--- config.mk ---
export PLATFORM = sky130hd
export DESIGN_NAME = keycode_event_tracker_flat
export DESIGN_NICKNAME = d
export VERILOG_FILES = /design/src/rtl/keycode_event_tracker_if.sv /design/src/rtl/keycode_event_tracker.sv /design/src/flat_wrapper.sv
export SDC_FILE = /design/constraint.sdc
export NUM_CORES = 1
export LEC_CHECK = 0
export ABC_AREA = 1
export CORE_MARGIN = 2
export CORE_UTILIZATION = 55
export CTS_BUF_LIST = sky130_fd_sc_hd__clkbuf_4
export CTS_CLUSTER_DIAMETER = 30
export DETAILED_ROUTE_END_ITERATION = 10
export MAX_ROUTING_LAYER = met4
export PLACE_DENSITY = 0.76
export SYNTH_ARGS = -nofsm -noshare
export SYNTH_HDL_FRONTEND = slang
export SYNTH_SLANG_ARGS = --single-unit
--- constraint.sdc ---
create_clock -name clk_clk -period 3.4 [get_ports clk_clk]
set_clock_uncertainty 0.05 [all_clocks]
set_input_delay 1.02 -clock clk_clk [delete_from_list [all_inputs] [get_ports clk_clk]]
set_output_delay 1.02 -clock clk_clk [all_outputs]
set_load 0.01 [all_outputs]
--- src/rtl/keycode_event_tracker_if.sv ---
// Keycode event tracker bus: SoC snapshot input, event stream output and status.
// master = SoC/consumer side, slave = tracker side.
interface keycode_event_tracker_if #(
   parameter int N_CH  = 4,
   parameter int KW    = 8,
   parameter int DEPTH = 8
);
   logic [N_CH*KW-1:0]      keycode_export;
   logic                    kc_valid;
   logic                    ev_valid;
   logic                    ev_ready;
   logic [KW-1:0]           ev_code;
   logic                    ev_press;
   logic [$clog2(DEPTH):0]  fifo_level;
   logic                    held_any;
   logic                    drop;
   logic                    drop_clr;

   modport master (
      output keycode_export, kc_valid, ev_ready, drop_clr,
      input  ev_valid, ev_code, ev_press, fifo_level, held_any, drop
   );

   modport slave (
      input  keycode_export, kc_valid, ev_ready, drop_clr,
      output ev_valid, ev_code, ev_press, fifo_level, held_any, drop
   );
endinterface

--- src/rtl/keycode_event_tracker.sv ---
// Keycode event tracker: diffs successive keycode snapshots into press/release
// events delivered through a first-word-fall-through FIFO.
// Optional macro KEYTRK_ROLLOVER_FILTER_EN: discard snapshots containing 0x01
// (HID ErrorRollOver) at IDLE.
//
// state    | meaning
// ---------+--------------------------------------------------------------
// IDLE     | wait for a new or pending snapshot, load it into cur
// SCAN_REL | walk prev slots, emit release for codes missing from cur
// SCAN_PRS | walk cur slots, emit press for codes missing from prev
// COMMIT   | prev <= cur
module keycode_event_tracker #(
   parameter int N_CH  = 4,
   parameter int KW    = 8,
   parameter int DEPTH = 8
) (
   input logic                    clk_clk,
   input logic                    reset_reset_n,
   keycode_event_tracker_if.slave bus
);
   localparam int IW = (N_CH > 1) ? $clog2(N_CH) : 1;
   localparam int AW = $clog2(DEPTH);
   localparam int LW = AW + 1;
   localparam int SW = N_CH * KW;

   typedef enum logic [1:0] {S_IDLE, S_SCAN_REL, S_SCAN_PRS, S_COMMIT} state_t;

   state_t          r_state, w_state_nxt;
   logic [SW-1:0]   r_prev, r_cur, r_pend;
   logic            r_pend_v;
   logic [IW-1:0]   r_idx;
   logic            r_drop;
   logic [KW:0]     r_mem [DEPTH];
   logic [AW-1:0]   r_wptr, r_rptr;
   logic [LW-1:0]   r_level;

   logic [KW-1:0]   w_own   [N_CH];
   logic [KW-1:0]   w_other [N_CH];
   logic [KW-1:0]   w_code;
   logic            w_in_other, w_dup_lower;
   logic            w_scanning, w_emit, w_push, w_stall, w_last, w_press;
   logic            w_full, w_pop, w_valid;
   logic [SW-1:0]   w_src;
   logic            w_rollover, w_load, w_accept, w_drop_set;

   assign w_valid    = (r_level != '0);
   assign w_full     = (r_level == LW'(DEPTH));
   assign w_pop      = w_valid && bus.ev_ready;
   assign w_drop_set = bus.kc_valid && r_pend_v;

   // Orient slots for the scan direction: own = snapshot being walked, other = compared against
   always_comb begin
      for (int i = 0; i < N_CH; i++) begin
         if (r_state == S_SCAN_PRS) begin
            w_own[i]   = r_cur[i*KW +: KW];
            w_other[i] = r_prev[i*KW +: KW];
         end else begin
            w_own[i]   = r_prev[i*KW +: KW];
            w_other[i] = r_cur[i*KW +: KW];
         end
      end
   end

   // Slot under idx: present in the other snapshot, or already seen at a lower slot
   always_comb begin
      w_code      = '0;
      w_in_other  = 1'b0;
      w_dup_lower = 1'b0;
      for (int i = 0; i < N_CH; i++)
         if (IW'(i) == r_idx) w_code = w_own[i];
      for (int i = 0; i < N_CH; i++) begin
         if (w_other[i] == w_code) w_in_other = 1'b1;
         if ((IW'(i) < r_idx) && (w_own[i] == w_code)) w_dup_lower = 1'b1;
      end
   end

   // Snapshot source at IDLE and optional rollover rejection
   always_comb begin
      w_src      = bus.kc_valid ? bus.keycode_export : r_pend;
      w_rollover = 1'b0;
`ifdef KEYTRK_ROLLOVER_FILTER_EN
      for (int i = 0; i < N_CH; i++)
         if (w_src[i*KW +: KW] == KW'(1)) w_rollover = 1'b1;
`endif
      w_load   = bus.kc_valid || r_pend_v;
      w_accept = w_load && !w_rollover;
   end

   // FSM state register
   always_ff @(posedge clk_clk) begin
      if (!reset_reset_n) r_state <= S_IDLE;
      else                r_state <= w_state_nxt;
   end

   // FSM next-state; a stalled slot holds the state
   always_comb begin
      w_state_nxt = r_state;
      case (r_state)
         S_IDLE:     if (w_accept)           w_state_nxt = S_SCAN_REL;
         S_SCAN_REL: if (!w_stall && w_last) w_state_nxt = S_SCAN_PRS;
         S_SCAN_PRS: if (!w_stall && w_last) w_state_nxt = S_COMMIT;
         S_COMMIT:                           w_state_nxt = S_IDLE;
         default:                            w_state_nxt = S_IDLE;
      endcase
   end

   // FSM outputs: event emission, FIFO push and stall
   always_comb begin
      w_scanning = (r_state == S_SCAN_REL) || (r_state == S_SCAN_PRS);
      w_emit     = w_scanning && (w_code != '0) && !w_in_other && !w_dup_lower;
      w_push     = w_emit && (!w_full || w_pop);
      w_stall    = w_emit && !w_push;
      w_last     = (r_idx == IW'(N_CH - 1));
      w_press    = (r_state == S_SCAN_PRS);
   end

   // Snapshot registers, pending slot, slot index and sticky drop flag
   always_ff @(posedge clk_clk) begin
      if (!reset_reset_n) begin
         r_prev   <= '0;
         r_cur    <= '0;
         r_pend   <= '0;
         r_pend_v <= 1'b0;
         r_idx    <= '0;
         r_drop   <= 1'b0;
      end else begin
         if (r_state == S_IDLE) begin
            if (w_load) begin
               r_cur    <= w_src;
               r_pend_v <= 1'b0;
            end
            r_idx <= '0;
         end else begin
            if (bus.kc_valid) begin
               r_pend   <= bus.keycode_export;
               r_pend_v <= 1'b1;
            end
            if (w_scanning && !w_stall)
               r_idx <= w_last ? '0 : r_idx + IW'(1);
         end
         if (r_state == S_COMMIT) r_prev <= r_cur;
         if (w_drop_set)        r_drop <= 1'b1;
         else if (bus.drop_clr) r_drop <= 1'b0;
      end
   end

   // FIFO pointers and level
   always_ff @(posedge clk_clk) begin
      if (!reset_reset_n) begin
         r_wptr  <= '0;
         r_rptr  <= '0;
         r_level <= '0;
      end else begin
         if (w_push) r_wptr <= r_wptr + AW'(1);
         if (w_pop)  r_rptr <= r_rptr + AW'(1);
         if (w_push && !w_pop)      r_level <= r_level + LW'(1);
         else if (!w_push && w_pop) r_level <= r_level - LW'(1);
      end
   end

   // FIFO storage; contents are masked on the outputs while empty
   always_ff @(posedge clk_clk) begin
      if (w_push) r_mem[r_wptr] <= {w_press, w_code};
   end

   assign bus.ev_valid   = w_valid;
   assign bus.ev_code    = w_valid ? r_mem[r_rptr][KW-1:0] : '0;
   assign bus.ev_press   = w_valid ? r_mem[r_rptr][KW] : 1'b0;
   assign bus.fifo_level = r_level;
   assign bus.held_any   = |r_prev;
   assign bus.drop       = r_drop;
endmodule

--- src/flat_wrapper.sv ---
// flat-port wrapper written by rule: the top's interface ports become plain ports
module keycode_event_tracker_flat 
#(
   parameter int N_CH  = 4,
   parameter int KW    = 8,
   parameter int DEPTH = 8
)
  (clk_clk, reset_reset_n, bus_keycode_export, bus_kc_valid, bus_ev_ready, bus_drop_clr, bus_ev_valid, bus_ev_code, bus_ev_press, bus_fifo_level, bus_held_any, bus_drop);
  keycode_event_tracker_if #(.N_CH(N_CH), .KW(KW), .DEPTH(DEPTH)) bus_i ();
  input logic clk_clk;
  input logic reset_reset_n;
  input wire logic [$bits(bus_i.keycode_export)-1:0] bus_keycode_export;
  input wire logic [$bits(bus_i.kc_valid)-1:0] bus_kc_valid;
  input wire logic [$bits(bus_i.ev_ready)-1:0] bus_ev_ready;
  input wire logic [$bits(bus_i.drop_clr)-1:0] bus_drop_clr;
  output wire logic [$bits(bus_i.ev_valid)-1:0] bus_ev_valid;
  output wire logic [$bits(bus_i.ev_code)-1:0] bus_ev_code;
  output wire logic [$bits(bus_i.ev_press)-1:0] bus_ev_press;
  output wire logic [$bits(bus_i.fifo_level)-1:0] bus_fifo_level;
  output wire logic [$bits(bus_i.held_any)-1:0] bus_held_any;
  output wire logic [$bits(bus_i.drop)-1:0] bus_drop;
  assign bus_i.keycode_export = bus_keycode_export;
  assign bus_i.kc_valid = bus_kc_valid;
  assign bus_i.ev_ready = bus_ev_ready;
  assign bus_i.drop_clr = bus_drop_clr;
  assign bus_ev_valid = bus_i.ev_valid;
  assign bus_ev_code = bus_i.ev_code;
  assign bus_ev_press = bus_i.ev_press;
  assign bus_fifo_level = bus_i.fifo_level;
  assign bus_held_any = bus_i.held_any;
  assign bus_drop = bus_i.drop;
  keycode_event_tracker #(.N_CH(N_CH), .KW(KW), .DEPTH(DEPTH)) u_core (.clk_clk(clk_clk), .reset_reset_n(reset_reset_n), .bus(bus_i));
endmodule
# Word-level counts from Yosys, hierarchy flattened
# Memory sizes are Yosys's and may differ from the RTL's. A register that Yosys moved wholly into a read port is not among the register bits.
# Index checks and enable logic that the tools add are counted.
# classes
bitwise_logic	1
n_lt_le_gt_ge	4
n_eq_ne	19
addsub	5
reduce_logical	36
muxes	39
# op_table
operator	count
two-way mux 8 bit	13
== test 8 bit	8
two-way mux 32 bit	1
OR reduction 32 bit	1
two-way mux 1 bit	16
logical AND 1 bit	15
two-way mux 2 bit	4
two-way mux 4 bit	2
case mux 2 bit (4 select lines)	1
nonzero test 8 bit	1
adder 3 x 1 -> 3 bit (second input constant)	2
== test 2 bit (second input constant)	3
zero test 1 bit	6
two-way mux 3 bit	2
nonzero test 2 bit	3
adder 4 x 1 -> 4 bit (second input constant)	1
== test 2 bit (first input constant)	2
== test 4 bit (second input constant)	1
zero test 2 bit	2
< comparator 1 x 2 -> 1 bit (first input constant)	2
< comparator 2 bit (first input constant)	2
!= test 2 x 1 -> 1 bit (second input constant)	2
AND reduction 2 bit	2
nonzero test 4 bit	1
other kinds (9)	11
# totals
mem_count	1
mem_bits_rw	72
regBits	112
# mem_list
memory	words	word_bits	read_ports	rd_clocked_by_memory_dff	wr	line	rtl
u_core.r_mem	8	9	1	1	1	keycode_event_tracker.sv:33	logic [KW:0] r_mem [DEPTH];

# Depth between registers and ports, before layout
# Gate-level depths: netlist of run 1.
# depth
ltp_word	21
mapped_depth	32
depth_no_buf	30

# Worst setup path after synthesis of run 1
# Ideal clock, no wire load.
# synth_path
kind	register to register
from	register u_core.r_state[0]
to	register u_core.r_level[3], in the netlist u_core.bus.fifo_level[3]
path_stages_with_launch	32
path_buffers	2
slack_ns	-0.296
t_required_ns	3.231
setup_time_ns	0.119
arrival_ns	3.527
path_cell_list	dfxtp_1 -> inv_1 -> ha_1 -> buf_6 -> inv_2 -> buf_6 -> nand2_1 -> nand2_1 -> nand2_1 -> nand2_1 -> nand2_1 -> nand2_2 -> nand2_4 -> inv_2 -> nand2_1 -> nand2_1 -> nor2_1 -> nand2_1 -> nor2_1 -> nor2_2 -> nand3_2 -> nor2_4 -> ha_1 -> inv_1 -> ha_1 -> and3_1 -> a211oi_1 -> nor2_1 -> nor2_1 -> nand2_1 -> o21ai_0 -> a21oi_1
# synth_between
elab_chain_cells	18
# synth_lines
element	line	rtl
start: declaration	keycode_event_tracker.sv:28	state_t r_state, w_state_nxt;
start signal: assignment	keycode_event_tracker.sv:92	else r_state <= w_state_nxt;
== test 2 bit (*)	--	
via u_core.w_press	keycode_event_tracker.sv:41	logic w_scanning, w_emit, w_push, w_stall, w_last, w_press;
two-way mux 8 bit	keycode_event_tracker.sv:54	if (r_state == S_SCAN_PRS) begin
two-way mux 8 bit (3 in series)	keycode_event_tracker.sv:70	if (IW'(i) == r_idx) w_code = w_own[i];
two-way mux 8 bit (*)	keycode_event_tracker.sv:70	
via u_core.w_code[4]	keycode_event_tracker.sv:39	logic [KW-1:0] w_code;
== test 8 bit, on equally long branches	keycode_event_tracker.sv:72, keycode_event_tracker.sv:73	
two-way mux 1 bit or logical AND 1 bit (tied branches)	keycode_event_tracker.sv:72, keycode_event_tracker.sv:73	
two-way mux 1 bit, on equally long branches (3 in series)	keycode_event_tracker.sv:72, keycode_event_tracker.sv:73	
zero test 1 bit or two-way mux 1 bit (tied branches)	keycode_event_tracker.sv:110, keycode_event_tracker.sv:73	
logical AND 1 bit or zero test 1 bit (tied branches)	keycode_event_tracker.sv:110	w_emit = w_scanning && (w_code != '0) && !w_in_other && !w_dup_lower;
logical AND 1 bit (*)	keycode_event_tracker.sv:110	
logical AND 1 bit (*)	keycode_event_tracker.sv:111	w_push = w_emit && (!w_full || w_pop);
via u_core.w_push	keycode_event_tracker.sv:41	
zero test 1 bit	keycode_event_tracker.sv:157	else if (!w_push && w_pop) r_level <= r_level - LW'(1);
logical AND 1 bit	keycode_event_tracker.sv:157	
nonzero test 2 bit (no source line)	--	
end signal: assignment	keycode_event_tracker.sv:156	if (w_push && !w_pop) r_level <= r_level + LW'(1);
end signal: assignment	keycode_event_tracker.sv:157	
end: declaration	keycode_event_tracker.sv:35	logic [LW-1:0] r_level;
# Mark *: on every way through the listed nets, which the timed path passes. The rest lies on a longest branch.
# A chain may end at the register's enable or synchronous reset.

# Final worst setup path of run 1
# layout_path
from	register u_core.r_state[0]
to	register u_core.r_level[3], in the netlist u_core.bus.fifo_level[3]
# layout_between
elab_chain_cells	18
# layout_lines
element	line
== test 2 bit	keycode_event_tracker.sv:54, keycode_event_tracker.sv:109
two-way mux 8 bit	keycode_event_tracker.sv:54
two-way mux 8 bit (4 in series)	keycode_event_tracker.sv:70
== test 8 bit, on equally long branches	keycode_event_tracker.sv:72, keycode_event_tracker.sv:73
two-way mux 1 bit or logical AND 1 bit (tied branches)	keycode_event_tracker.sv:72, keycode_event_tracker.sv:73
two-way mux 1 bit, on equally long branches (3 in series)	keycode_event_tracker.sv:72, keycode_event_tracker.sv:73
zero test 1 bit or two-way mux 1 bit (tied branches)	keycode_event_tracker.sv:110, keycode_event_tracker.sv:73
logical AND 1 bit or zero test 1 bit (tied branches)	keycode_event_tracker.sv:110
logical AND 1 bit (*)	keycode_event_tracker.sv:110
logical AND 1 bit (*)	keycode_event_tracker.sv:111
via u_core.w_push	keycode_event_tracker.sv:41
zero test 1 bit	keycode_event_tracker.sv:157
logical AND 1 bit	keycode_event_tracker.sv:157
nonzero test 2 bit (no source line)	--
# Marks and branches as above.

==> metrics.md, run 1 <==
| Metric | Value |
|---|---|
| Filler Cells Inserted | `1426` |
| Proportion of layout cells with a drive suffix above 1 | `18.2%` |
| Synth top area cells | `dfxtp_1 (24%), edfxtp_1 (22%), o21ai_0 (11%), nand2_1 (10%), inv_1 (6.4%)` |
| Tightest Hold Check Type | `reg -> reg` |
| Most used cells in the layout excluding fill and tap cells | `nand2_1 (270), o21ai_0 (209), inv_1 (160), a21oi_1 (117), buf_4 (108)` |
| Iter 0 DRT Violations | `626` |
| Clk network pwr share | `12.7%` |
| DP HPWL | `18000 um` |
| Total of max-cap violations | `0` |
| Slew Limit Fails | `0` |
| Largest net degree at the start of global routing | `75` |
| DRC viols | `0` |
| Comb pwr share | `56.9%` |
| Syn nets | `1365` |
| I/O Buffers | `52` |
| R2R Setup Slk | `-0.26 ns` |
| Largest area contributor in the netlist | `dfxtp_1` |
| Register area share after synthesis | `45.6%` |
| Top cell type's share of synthesized area | `23.5%` |
| CP endpoint kind | `flip-flop` |
| Setup CP Type | `reg -> reg` |
| Root Driver | `clkbuf_4` |
| Worst-margin pin slew | `0.677 ns` |
| Worst EP required | `3.84 ns` |
| Run status | `finished with violations` |
| Starting Density | `56.3%` |
| Gpl congestion | `1.08` |
| Final TNS setup | `-0.473 ns` |
| Num CTS Buffers | `17` |
| Final Setup Violations | `3` |
| Antenna violations before repair | `1` |
| Most common cell after layout, fill and taps aside | `nand2_1` |
| Site row count | `48` |
| Final core occ | `69.6%` |
| Warning count from the yosys run | `0` |
| DR WL/cell | `15.2 um` |
| Final wirelength | `25700 um` |
| Leakage Power | `5.27 nW` |
| Die area | `18900 um^2` |
| M3 GR Usage | `4.97%` |
| Total grt overflow | `0` |
| Worst EP arrival | `4.10 ns` |
| Final Hold Slack | `0.432 ns` |
| Clock-pin slew of the registers on the worst-case setup and hold paths | `0.15 ns` |
| Gr usage total | `28.3%` |
| Critical path startpoint category | `flip-flop` |
| Met2 Use GR | `45.9%` |
| Die Height | `137 um` |
| Via density | `5.36` |
| Most used routing layer | `met2` |
| Core Region | `17400 um^2` |
| RSZ-0062 raised after global routing | `true` |
| Hold Vio Cnt, Final | `0` |
| Relative slew slack | `54.9%` |
| FF+latch count, synth | `187` |
| Ports | `53` |
| Worst skew pair latency | `0.59 ns` |
| Fin crit share | `108%` |
| Period minus WS final | `3.66 ns` |
| Crit path max fanout | `6` |
| Net Switching | `4.61 mW` |
| Vias in the first global route | `8311` |
| Fmax | `273 MHz` |
| Pwr per Cell Area | `873 nW/um^2` |
| Htree depth | `4` |
| Met1 usage | `35.6%` |
| Mean Syn Cell Area | `7.45 um^2` |
| CTS sink cnt | `187` |
| Fin worst setup slack | `-0.262 ns` |
| Sw frac | `43.7%` |
| Peak VDD IR | `486 uV` |
| Die width | `137 um` |
| Seq pwr share | `30.5%` |
| Final ANT Viol Nets | `0` |
| TritonRoute pass-1 iters | `5` |
| Clock Tree Buf Depth | `2` |
| Nets@finish | `1504` |
| Mapped Area | `9780 um^2` |
| CTS tree | `built` |
| Mapped Cells | `1312` |
| Pint | `5.94 mW` |
| DR vias | `9064` |
| Area growth, synth to finish | `23.6%` |
| Synth unique cells | `40` |
| Global-route wire length before repair | `40300 um` |
| Failing checks | `negative setup slack` |
[per-layer routing]
metal | wire length [um] | share of wire (%)
met1 | 10900 | 43
met2 | 12300 | 48
met3 | 1490 | 5.8
met4 | 969 | 3.8
met5 | 0 | 0
[flip-flops by register name (all words and copies together) (netlist names), named ones only]
signal / count
u_core.r_state: 2
u_core.r_pend: 32
u_core.r_cur: 32
u_core.r_mem: 72
u_core.bus.fifo_level: 4
u_core.r_wptr: 3
u_core.r_rptr: 3
u_core.r_pend_v: 1
u_core.r_idx: 2
u_core.bus.drop: 1
u_core.r_prev: 32
[final timing paths]
kind	from	cells after the start	end
worst min-delay path	u_core.r_rptr[2]	2	u_core.r_rptr[2]
worst max-delay path	u_core.r_state[0]	27	u_core.bus.fifo_level[3]
worst min register to register	u_core.r_rptr[2]	2	u_core.r_rptr[2]
worst max register to register	u_core.r_state[0]	27	u_core.bus.fifo_level[3]
[logic make-up after synthesis]
logic type / synth area share (%)
buf+inv: 10.1
simple gates: 20.9
compound gates: 20.1
xor+xnor: 1.16
flops: 45.6
fa+ha+maj: 2.12
[power by group through the flow]
stage / logic [mW] / registers (mW) / clock network (mW)
global route: 6.67 / 3.27 / 1.44
finish: 6.00 / 3.22 / 1.34
CTS: 5.63 / 3.20 / 1.35
floorplan: 3.55 / 3.18 / 0
detailed placement: 5.32 / 3.23 / 0
global placement: 5.22 / 3.22 / 0
[synthesized netlist by cell type]
| master | number |
|---|---|
| a211oi_1 | 1 |
| a21boi_1 | 1 |
| a21oi_1 | 120 |
| a21oi_2 | 4 |
| a31oi_1 | 9 |
| and2_1 | 1 |
| and3_1 | 1 |
| buf_1 | 2 |
| buf_2 | 9 |
| buf_4 | 1 |
| buf_6 | 7 |
| clkbuf_1 | 48 |
| clkinv_1 | 1 |
| dfxtp_1 | 115 |
| edfxtp_1 | 72 |
| fa_1 | 1 |
| ha_1 | 15 |
| inv_1 | 166 |
| inv_2 | 10 |
| nand2_1 | 273 |
| nand2_2 | 12 |
| nand2_4 | 9 |
| nand3_1 | 33 |
| nand3_2 | 1 |
| nand3b_1 | 13 |
| nand4_1 | 7 |
| nor2_1 | 109 |
| nor2_2 | 3 |
| nor2_4 | 1 |
| nor3_1 | 3 |
| nor4_1 | 7 |
| o211ai_4 | 1 |
| o21ai_0 | 215 |
| o21ai_1 | 11 |
| o21ai_2 | 6 |
| o22ai_1 | 9 |
| or2_2 | 1 |
| or4_1 | 1 |
| xnor2_1 | 1 |
| xor2_1 | 12 |
[cell type report]
cell class / instances / area [um^2] / area share (%)
Timing Repair Buffer: 186 / 1680 / 13.9
Clock inverter: 14 / 180 / 1.49
Tap cell: 225 / 282 / 2.33
Antenna cell: 1 / 2.50 / 0.0207
Inverter: 177 / 687 / 5.68
Sequential cell: 187 / 4470 / 37.0
Multi-Input combinational cell: 882 / 4640 / 38.4
Clock buffer: 18 / 135 / 1.12
[metrics by stage]
stage / worst slack [ns] / instance area (um^2) / total power [mW] / instances
after floorplan: -0.0292 / 9850 / 6.73 / 1312
final: -0.262 / 12100 / 10.6 / 1690
after detailed placement: -0.295 / 11200 / 8.55 / 1628
after CTS: -0.128 / 11800 / 10.2 / 1681
after global routing: -0.481 / 12100 / 11.4 / 1690
after global placement: -0.277 / 11200 / 8.44 / 1628
[critical path, stage by stage (launching register included)]
cell and delay (ns):
dfxtp_2 0.38, inv_4 0.06, ha_4 0.18, buf_4 0.16, nand2_1 0.08, o21ai_2 0.06, a21oi_1 0.27, nand2_2 0.12
buf_4 0.17, nand3_1 0.06, nand2_1 0.07, nand3_1 0.06, nor2_1 0.04, nand2_1 0.05, nand2_1 0.08, nor2_2 0.18
nand3_2 0.15, nor2_4 0.17, ha_4 0.16, inv_4 0.05, ha_4 0.21, buf_4 0.15, a211oi_4 0.22, nor2_1 0.06
nor2_1 0.08, nand2_1 0.08, o21ai_2 0.10, a21oi_1 0.04
[timing repair]
action	CTS	global route
resized for setup	48	50
pin swaps	24	19
hold buffers	0	0
setup endpoints to repair	14	82
gates cloned	2	4
setup buffers	19	5
Note: power is estimated with default switching activity, not from simulation.
==> run 2: changes to the inputs <==
--- a/config.mk
+++ b/config.mk
@@ -7,12 +7,13 @@
 export LEC_CHECK = 0
 export ABC_AREA = 1
 export CORE_MARGIN = 2
-export CORE_UTILIZATION = 55
+export CORE_UTILIZATION = 35
 export CTS_BUF_LIST = sky130_fd_sc_hd__clkbuf_4
 export CTS_CLUSTER_DIAMETER = 30
 export DETAILED_ROUTE_END_ITERATION = 10
 export MAX_ROUTING_LAYER = met4
-export PLACE_DENSITY = 0.76
+export PLACE_DENSITY = 0.52
+export SLEW_MARGIN = 20
 export SYNTH_ARGS = -nofsm -noshare
 export SYNTH_HDL_FRONTEND = slang
 export SYNTH_SLANG_ARGS = --single-unit
==> run 2 against run 1 <==
The run still ends with negative setup slack left. First-iteration DRC count shrank 4.6%. Final area grew 2.2%. Final cell count grew 9.2%. Total power grew 0.76%. Die area grew 55%. Register-to-register slack gained 0.12 ns. Sequential power is essentially flat. Critical path depth grew 2. Largest power group unchanged. Highest routed layer unchanged.
==> metrics.md, run 2 (synthesis gave the netlist of run 1 again) <==
| Metric | Value |
|---|---|
| Via density | `4.82 (-10%)` |
| Hold path endpoint | `u_core.r_rptr[2]` |
| Die width | `171 um (+25%)` |
| R2R Setup Slk | `-0.14 ns (+0.12 ns)` |
| Critical path startpoint category | `flip-flop` |
| Setup CP Type | `reg -> reg` |
| Worst-margin pin slew | `1.01 ns (+0.336 ns)` |
| Slowest stage delay, CP | `0.37 ns (about the same)` |
| Pint | `5.89 mW (-0.88%)` |
| Hold path depth | `2 (unchanged)` |
| Max FFs per register | `72 (unchanged)` |
| Most used cells in the layout excluding fill and tap cells | `nand2_1 (253), o21ai_0 (210), inv_1 (160), a21oi_1 (117), buf_4 (108)` |
| Hold Vio Cnt, Final | `0 (unchanged)` |
| Vias in the first global route | `8177 (-1.6%)` |
| R2R Path End | `u_core.bus.fifo_level[3]` |
| Seq pwr share | `30.3% (-0.2 points)` |
| Gpl congestion | `0.984 (-8.5%)` |
| Placed cell area | `11500 um^2 (+2.3%)` |
| Crit path max fanout | `7 (+1)` |
| Die area | `29300 um^2 (+55%)` |
| DR WL/cell | `15.1 um (-0.57%)` |
| DR vias | `8895 (-1.9%)` |
| Peak VDD IR | `339 uV (-30%)` |
| Final Setup Violations | `3 (unchanged)` |
| Fin worst setup slack | `-0.140 ns (+0.122 ns)` |
| CTS sink cnt | `187 (unchanged)` |
| Iter 0 DRT Violations | `597 (-4.6%)` |
| Htree depth | `4 (unchanged)` |
| Total grt overflow | `0 (unchanged)` |
| Proportion of layout cells with a drive suffix above 1 | `19.8% (+1.5 points)` |
| Slew Limit Fails | `0 (unchanged)` |
| Net Switching | `4.74 mW (+2.9%)` |
| Final TNS setup | `-0.289 ns (+0.184 ns)` |
| Sw frac | `44.6% (+0.92 points)` |
| Fin crit share | `104% (-3.6 points)` |
| Worst EP arrival | `3.98 ns (-0.12 ns)` |
| CTS tree | `built` |
| Tightest Hold Check Type | `reg -> reg` |
| R2r startpoint | `u_core.r_state[0]` |
| Nets@finish | `1506 (+0.13%)` |
| TritonRoute pass-1 iters | `5 (unchanged)` |
| Top reg by flops | `u_core.r_mem` |
| Global-route wire length before repair | `43900 um (+8.9%)` |
| Relative slew slack | `32.5% (-22 points)` |
| Worst EP required | `3.84 ns (about the same)` |
| DP HPWL | `19700 um (+9.6%)` |
| Hold Crit Start | `u_core.r_rptr[2]` |
| Largest net degree at the start of global routing | `69 (-8.0%)` |
| I/O Buffers | `52 (unchanged)` |
| Delay-heaviest family, CP | `simple AND/OR/NAND/NOR gates` |
| Clock-pin slew of the registers on the worst-case setup and hold paths | `0.17 ns (+0.02 ns)` |
| Final wirelength | `28000 um (+8.6%)` |
| Comb pwr share | `56.9% (about the same)` |
| Area growth, synth to finish | `26.3%` |
| DRC viols | `0 (unchanged)` |
| Post-route cell area | `12400 um^2 (+2.2%)` |
| Failing checks | `negative setup slack` |
| Num CTS Buffers | `17 (unchanged)` |
| Antenna violations before repair | `1 (unchanged)` |
| Root Driver | `clkbuf_4` |
| Final core occ | `44.7% (-25 points)` |
| Starting Density | `35.4% (-21 points)` |
| Core Region | `27600 um^2 (+59%)` |
| Reg2reg path depth | `29 (+7.4%)` |
| Final ANT Viol Nets | `0 (unchanged)` |
| RSZ-0062 raised after global routing | `true` |
| Most common cell after layout, fill and taps aside | `nand2_1` |
| Ports | `53 (unchanged)` |
| Pwr per Cell Area | `861 nW/um^2 (-1.4%)` |
| Most used cell, CP | `nand2_1` |
| Slowest CP cell | `dfxtp_2` |
| Fmax | `282 MHz (+3.4%)` |
| Leakage Power | `5.26 nW (-0.23%)` |
| Buf/Inv on CP | `3 (-2)` |
| Period minus WS final | `3.54 ns (-0.122 ns)` |
| Clock Tree Buf Depth | `2 (unchanged)` |
| Gr usage total | `19.9% (-8.4 points)` |
| Run status | `finished with violations` |
| CP endpoint kind | `flip-flop` |
| Total of max-cap violations | `0 (unchanged)` |
| Site row count | `61 (+27%)` |
| Clk network pwr share | `12.8% (about the same)` |
| Worst skew pair latency | `0.58 ns (about the same)` |
| Die Height | `171 um (+25%)` |
| Overall Power | `10.6 mW (+0.76%)` |
-- run 2: power by group through the flow --
stage | Combinational [mW] | Clock (mW) | Sequential (mW)
2_1_floorplan | 3.55 | 0 | 3.18
3_3_place_gp | 5.45 | 0 | 3.23
3_5_place_dp | 5.48 | 0 | 3.24
4_1_cts | 5.89 | 1.41 | 3.22
5_1_grt | 6.75 | 1.50 | 3.27
6_report | 6.05 | 1.36 | 3.22
-- run 2: what timing repair did --
| item | 4_1_cts | 5_1_grt |
|---|---|---|
| cloned | 4 | 1 |
| endpoints found under the setup margin | 52 | 11 |
| hold buffers | 0 | 0 |
| buffers inserted | 15 | 8 |
| gates resized for setup | 92 | 26 |
| pin swaps | 24 | 11 |
-- run 2: worst max path at each step --
stage	start	end	slack (ns)	depth (start not counted)
global placement	u_core.r_state[0]	u_core.bus.fifo_level[3]	-0.39	27
finish	u_core.r_state[0]	u_core.bus.fifo_level[3]	-0.14	29
CTS	u_core.r_state[0]	u_core.bus.fifo_level[3]	-0.10	29
detailed placement	u_core.r_state[0]	u_core.bus.fifo_level[3]	-0.45	27
floorplan	u_core.r_state[0]	u_core.bus.fifo_level[3]	-0.03	29
global route	u_core.r_state[0]	u_core.bus.fifo_level[3]	-0.40	28
-- run 2: final cells by class --
class | instances | area [um^2]
repair buffers | 184 | 1670
fillers | 2908 | 15300
flip-flops and latches | 187 | 4490
well taps | 378 | 473
clock inverters | 14 | 184
repair inverters | 1 | 7.51
multi-input cells | 885 | 4700
clock buffers | 18 | 135
inverters | 177 | 688
diodes | 2 | 5.00
-- run 2: metal layers --
| layer | global-route usage, % | up-vias | wire [um] |
|---|---|---|---|
| met1 | 25.7 | 4077 | 13300 |
| met5 | - | - | 0 |
| met2 | 32.3 | 199 | 13000 |
| li1 | - | 4581 | - |
| met4 | 5.97 | 0 | 636 |
| met3 | 3.08 | 38 | 1010 |
-- run 2: worst reg2reg max path: cells and delay by family, from the launching register on --
kind / cells / cell delay [ns]
and+or+nand+nor: 19 / 1.70
adders and majority gates: 3 / 0.65
AOI/OAI and AO/OA: 4 / 0.41
DFF: 1 / 0.37
buffers and inverters: 3 / 0.29
-- run 2: through the flow --
stage	setup slack [ns]	hold slack, ns	std cells
after floorplan	-0.0292	0.383	1312
after global placement	-0.387	0.402	1785
after detailed placement	-0.450	0.408	1785
after CTS	-0.101	0.431	1836
after global routing	-0.402	0.456	1846
final	-0.140	0.423	1846
==> run 3: changes to the inputs <==
--- a/config.mk
+++ b/config.mk
@@ -8,7 +8,6 @@
 export ABC_AREA = 1
 export CORE_MARGIN = 2
 export CORE_UTILIZATION = 35
-export CTS_BUF_LIST = sky130_fd_sc_hd__clkbuf_4
 export CTS_CLUSTER_DIAMETER = 30
 export DETAILED_ROUTE_END_ITERATION = 10
 export MAX_ROUTING_LAYER = met4
==> run 3 against run 2 <==
The run still ends with negative setup slack left. Clock power up 52%. Combinational power up 5.0%. Sequential power about the same. Total power up 9.5%. Count of clock-buffer cells in the layout up 3. First-iteration DRC count down 5.5%. Critical path depth down 1. Final cell count up 0.22%. Global-route usage up 0.12 points. Sequential share of layout area down 1.4 points. Utilization up 1.7 points.
==> metrics.md, run 3 (synthesis gave the netlist of run 1 again) <==
| Metric | Value |
|---|---|
| Worst-margin pin slew | `1.02 ns (+0.0112 ns)` |
| Crit path launch | `u_core.r_state[0]` |
| CP endpoint kind | `flip-flop` |
| Site row count | `61 (unchanged)` |
| Worst skew pair latency | `0.44 ns (-0.14 ns)` |
| Via density | `4.87 (+1.1%)` |
| Final Setup Violations | `3 (unchanged)` |
| Gr usage total | `20.1% (+0.12 points)` |
| Relative slew slack | `31.7% (-0.75 points)` |
| Root Driver | `clkbuf_16` |
| Worst EP required | `3.68 ns (-0.16 ns)` |
| Hold Buf Count CTS | `0 (unchanged)` |
| Ports | `53 (unchanged)` |
| RSZ-0062 raised after global routing | `true` |
| DP HPWL | `19700 um (unchanged)` |
| Max FFs per register | `72 (unchanged)` |
| Nets@finish | `1512 (+0.40%)` |
| Clock Tree Buf Depth | `2 (unchanged)` |
| R2R Path End | `u_core.bus.fifo_level[3]` |
| Clock-pin slew of the registers on the worst-case setup and hold paths | `0.07 ns (-0.10 ns)` |
| Slowest CP cell | `dfxtp_2` |
| Starting Density | `35.4% (unchanged)` |
| Gpl congestion | `0.984 (unchanged)` |
| Fin crit share | `107% (+2.7 points)` |
| Multi-input gate area | `4820 um^2 (+2.6%)` |
| CTS tree | `built` |
| Die Height | `171 um (unchanged)` |
| Final core occ | `46.4% (+1.7 points)` |
| Most used cell, CP | `nand2_2` |
| Worst EP arrival | `3.92 ns (-0.06 ns)` |
| Tightest Hold Check Type | `reg -> reg` |
| DR WL/cell | `15.4 um (+1.6%)` |
| Most used cells in the layout excluding fill and tap cells | `nand2_1 (244), o21ai_0 (203), inv_1 (159), a21oi_1 (114), buf_4 (111)` |
| I/O Buffers | `52 (unchanged)` |
| Proportion of layout cells with a drive suffix above 1 | `20.9% (+1.1 points)` |
| Slew Limit Fails | `0 (unchanged)` |
| Reg2reg path depth | `28 (-3.4%)` |
| Placed cell area | `11500 um^2 (unchanged)` |
| Final wirelength | `28500 um (+1.8%)` |
| Reg area | `4480 um^2 (-0.22%)` |
| Top reg by flops | `u_core.r_mem` |
| Vias in the first global route | `8229 (+0.64%)` |
| Crit path max fanout | `6 (-1)` |
| Slowest stage delay, CP | `0.35 ns (-0.02 ns)` |
| Num CTS Buffers | `17 (unchanged)` |
| R2R Setup Slk | `-0.23 ns (-0.09 ns)` |
| Die width | `171 um (unchanged)` |
| Pwr per Cell Area | `908 nW/um^2 (+5.5%)` |
| CTS sink cnt | `187 (unchanged)` |
| Filler Cells Inserted | `2844 (-2.2%)` |
| Critical path startpoint category | `flip-flop` |
| Hold Vio Cnt, Final | `0 (unchanged)` |
| Fmax | `275 MHz (-2.6%)` |
| Total grt overflow | `0 (unchanged)` |
| Core Region | `27600 um^2 (unchanged)` |
| Global-route wire length before repair | `44200 um (+0.57%)` |
| Post-route cell area | `12800 um^2 (+3.7%)` |
| Period minus WS final | `3.63 ns (+0.0931 ns)` |
| R2r startpoint | `u_core.r_state[0]` |
| Final ANT Viol Nets | `0 (unchanged)` |
| Run status | `finished with violations` |
| Iter 0 DRT Violations | `564 (-5.5%)` |
| TritonRoute pass-1 iters | `7 (+2)` |
| DRC viols | `0 (unchanged)` |
| Fin worst setup slack | `-0.233 ns (-0.0931 ns)` |
| Peak VDD IR | `378 uV (+12%)` |
| Total of max-cap violations | `0 (unchanged)` |
| Failing checks | `negative setup slack` |
| Diodes inserted | `0 (-2)` |
| Largest net degree at the start of global routing | `69 (unchanged)` |
| Most common cell after layout, fill and taps aside | `nand2_1` |
| Critical path endpoint | `u_core.bus.fifo_level[3]` |
| Leakage Power | `5.43 nW (+3.1%)` |
| Die area | `29300 um^2 (unchanged)` |
| DR vias | `9012 (+1.3%)` |
| Htree depth | `4 (unchanged)` |
| Setup CP Type | `reg -> reg` |
| Antenna violations before repair | `0 (-1)` |
| Area growth, synth to finish | `31.1%` |
==> run 3: cell types whose count changed in the layout (fill, tap and decap cells not counted), sizes merged, moves of 2 or more <==
| cell | delta |
|---|---|
| diode | -2 |
| buf | +4 |
| dlygate4sd2 | -6 |
| clkbuf | +3 |
| bufinv | -2 |
| clkdlybuf4s50 | +7 |
==> run 3: worst max-delay path, delay by kind of cell, from the launching register on <==
family	cells	cell delay [ns]
AND/OR/NAND/NOR	18	1.72
AO/OA/AOI/OAI	4	0.58
adder cells (fa/ha/maj)	3	0.57
buffers and inverters	3	0.25
flip-flops	1	0.35
==> run 3: worst min-delay path by stage <==
stage	start	endpoint	cells past startpoint
after floorplan	u_core.r_rptr[2]	flip-flop	2
after global placement	u_core.r_rptr[2]	u_core.r_rptr[2]	2
after detailed placement	u_core.r_rptr[2]	flip-flop	2
after CTS	u_core.r_rptr[2]	u_core.r_rptr[2]	2
after global routing	u_core.bus.drop	u_core.bus.drop	2
final	u_core.r_rptr[2]	u_core.r_rptr[2]	2
==> run 3: timing repair <==
action / 4_1_cts / 5_1_grt
resized for setup: 82 / 56
endpoints found under the setup margin: 41 / 26
setup buffers: 15 / 12
gates cloned: 4 / 3
pin swaps: 24 / 32
==> run 3: stage by stage <==
stage                     hold slack (ns)  cells  TNS (ns)  power, mW  setup WS [ns]
after floorplan                     0.383   1312   -0.0292       6.73        -0.0292
after detailed placement            0.408   1785     -1.03       8.71         -0.450
after global placement              0.402   1785    -0.737       8.69         -0.387
after global routing                0.445   1850     -2.27       12.5         -0.436
after CTS                           0.420   1836   -0.0818       11.3        -0.0818
final                               0.416   1850    -0.497       11.6         -0.233
==> run 3: area by class of cell <==
type | count | share of cell area, %
clock buffer | 21 | 3.85
sequential | 187 | 34.9
inverter | 177 | 5.39
clock inverter | 11 | 0.937
timing repair buffer | 189 | 13.5
multi-input combinational | 886 | 37.6
tap | 378 | 3.69
timing repair inverter | 1 | 0.0586
==> run 3: layer usage <==
metal | routed length [um] | part of all wire, % | up-vias | global-route usage, %
met2 | 13200 | 46 | 213 | 32.4
met5 | 0 | 0 | - | -
met1 | 13400 | 47 | 4156 | 25.6
met3 | 1080 | 3.8 | 48 | 3.15
li1 | - | - | 4595 | -
met4 | 815 | 2.9 | 0 | 6.93
==> run 3: where the power goes <==
part / leakage [nW] / internal, mW / switching [mW]
combinational: 3.52 / 2.58 / 3.77
sequential: 1.61 / 2.95 / 0.270
clock: 0.290 / 1.14 / 0.929
total: 5.43 / 6.67 / 4.96
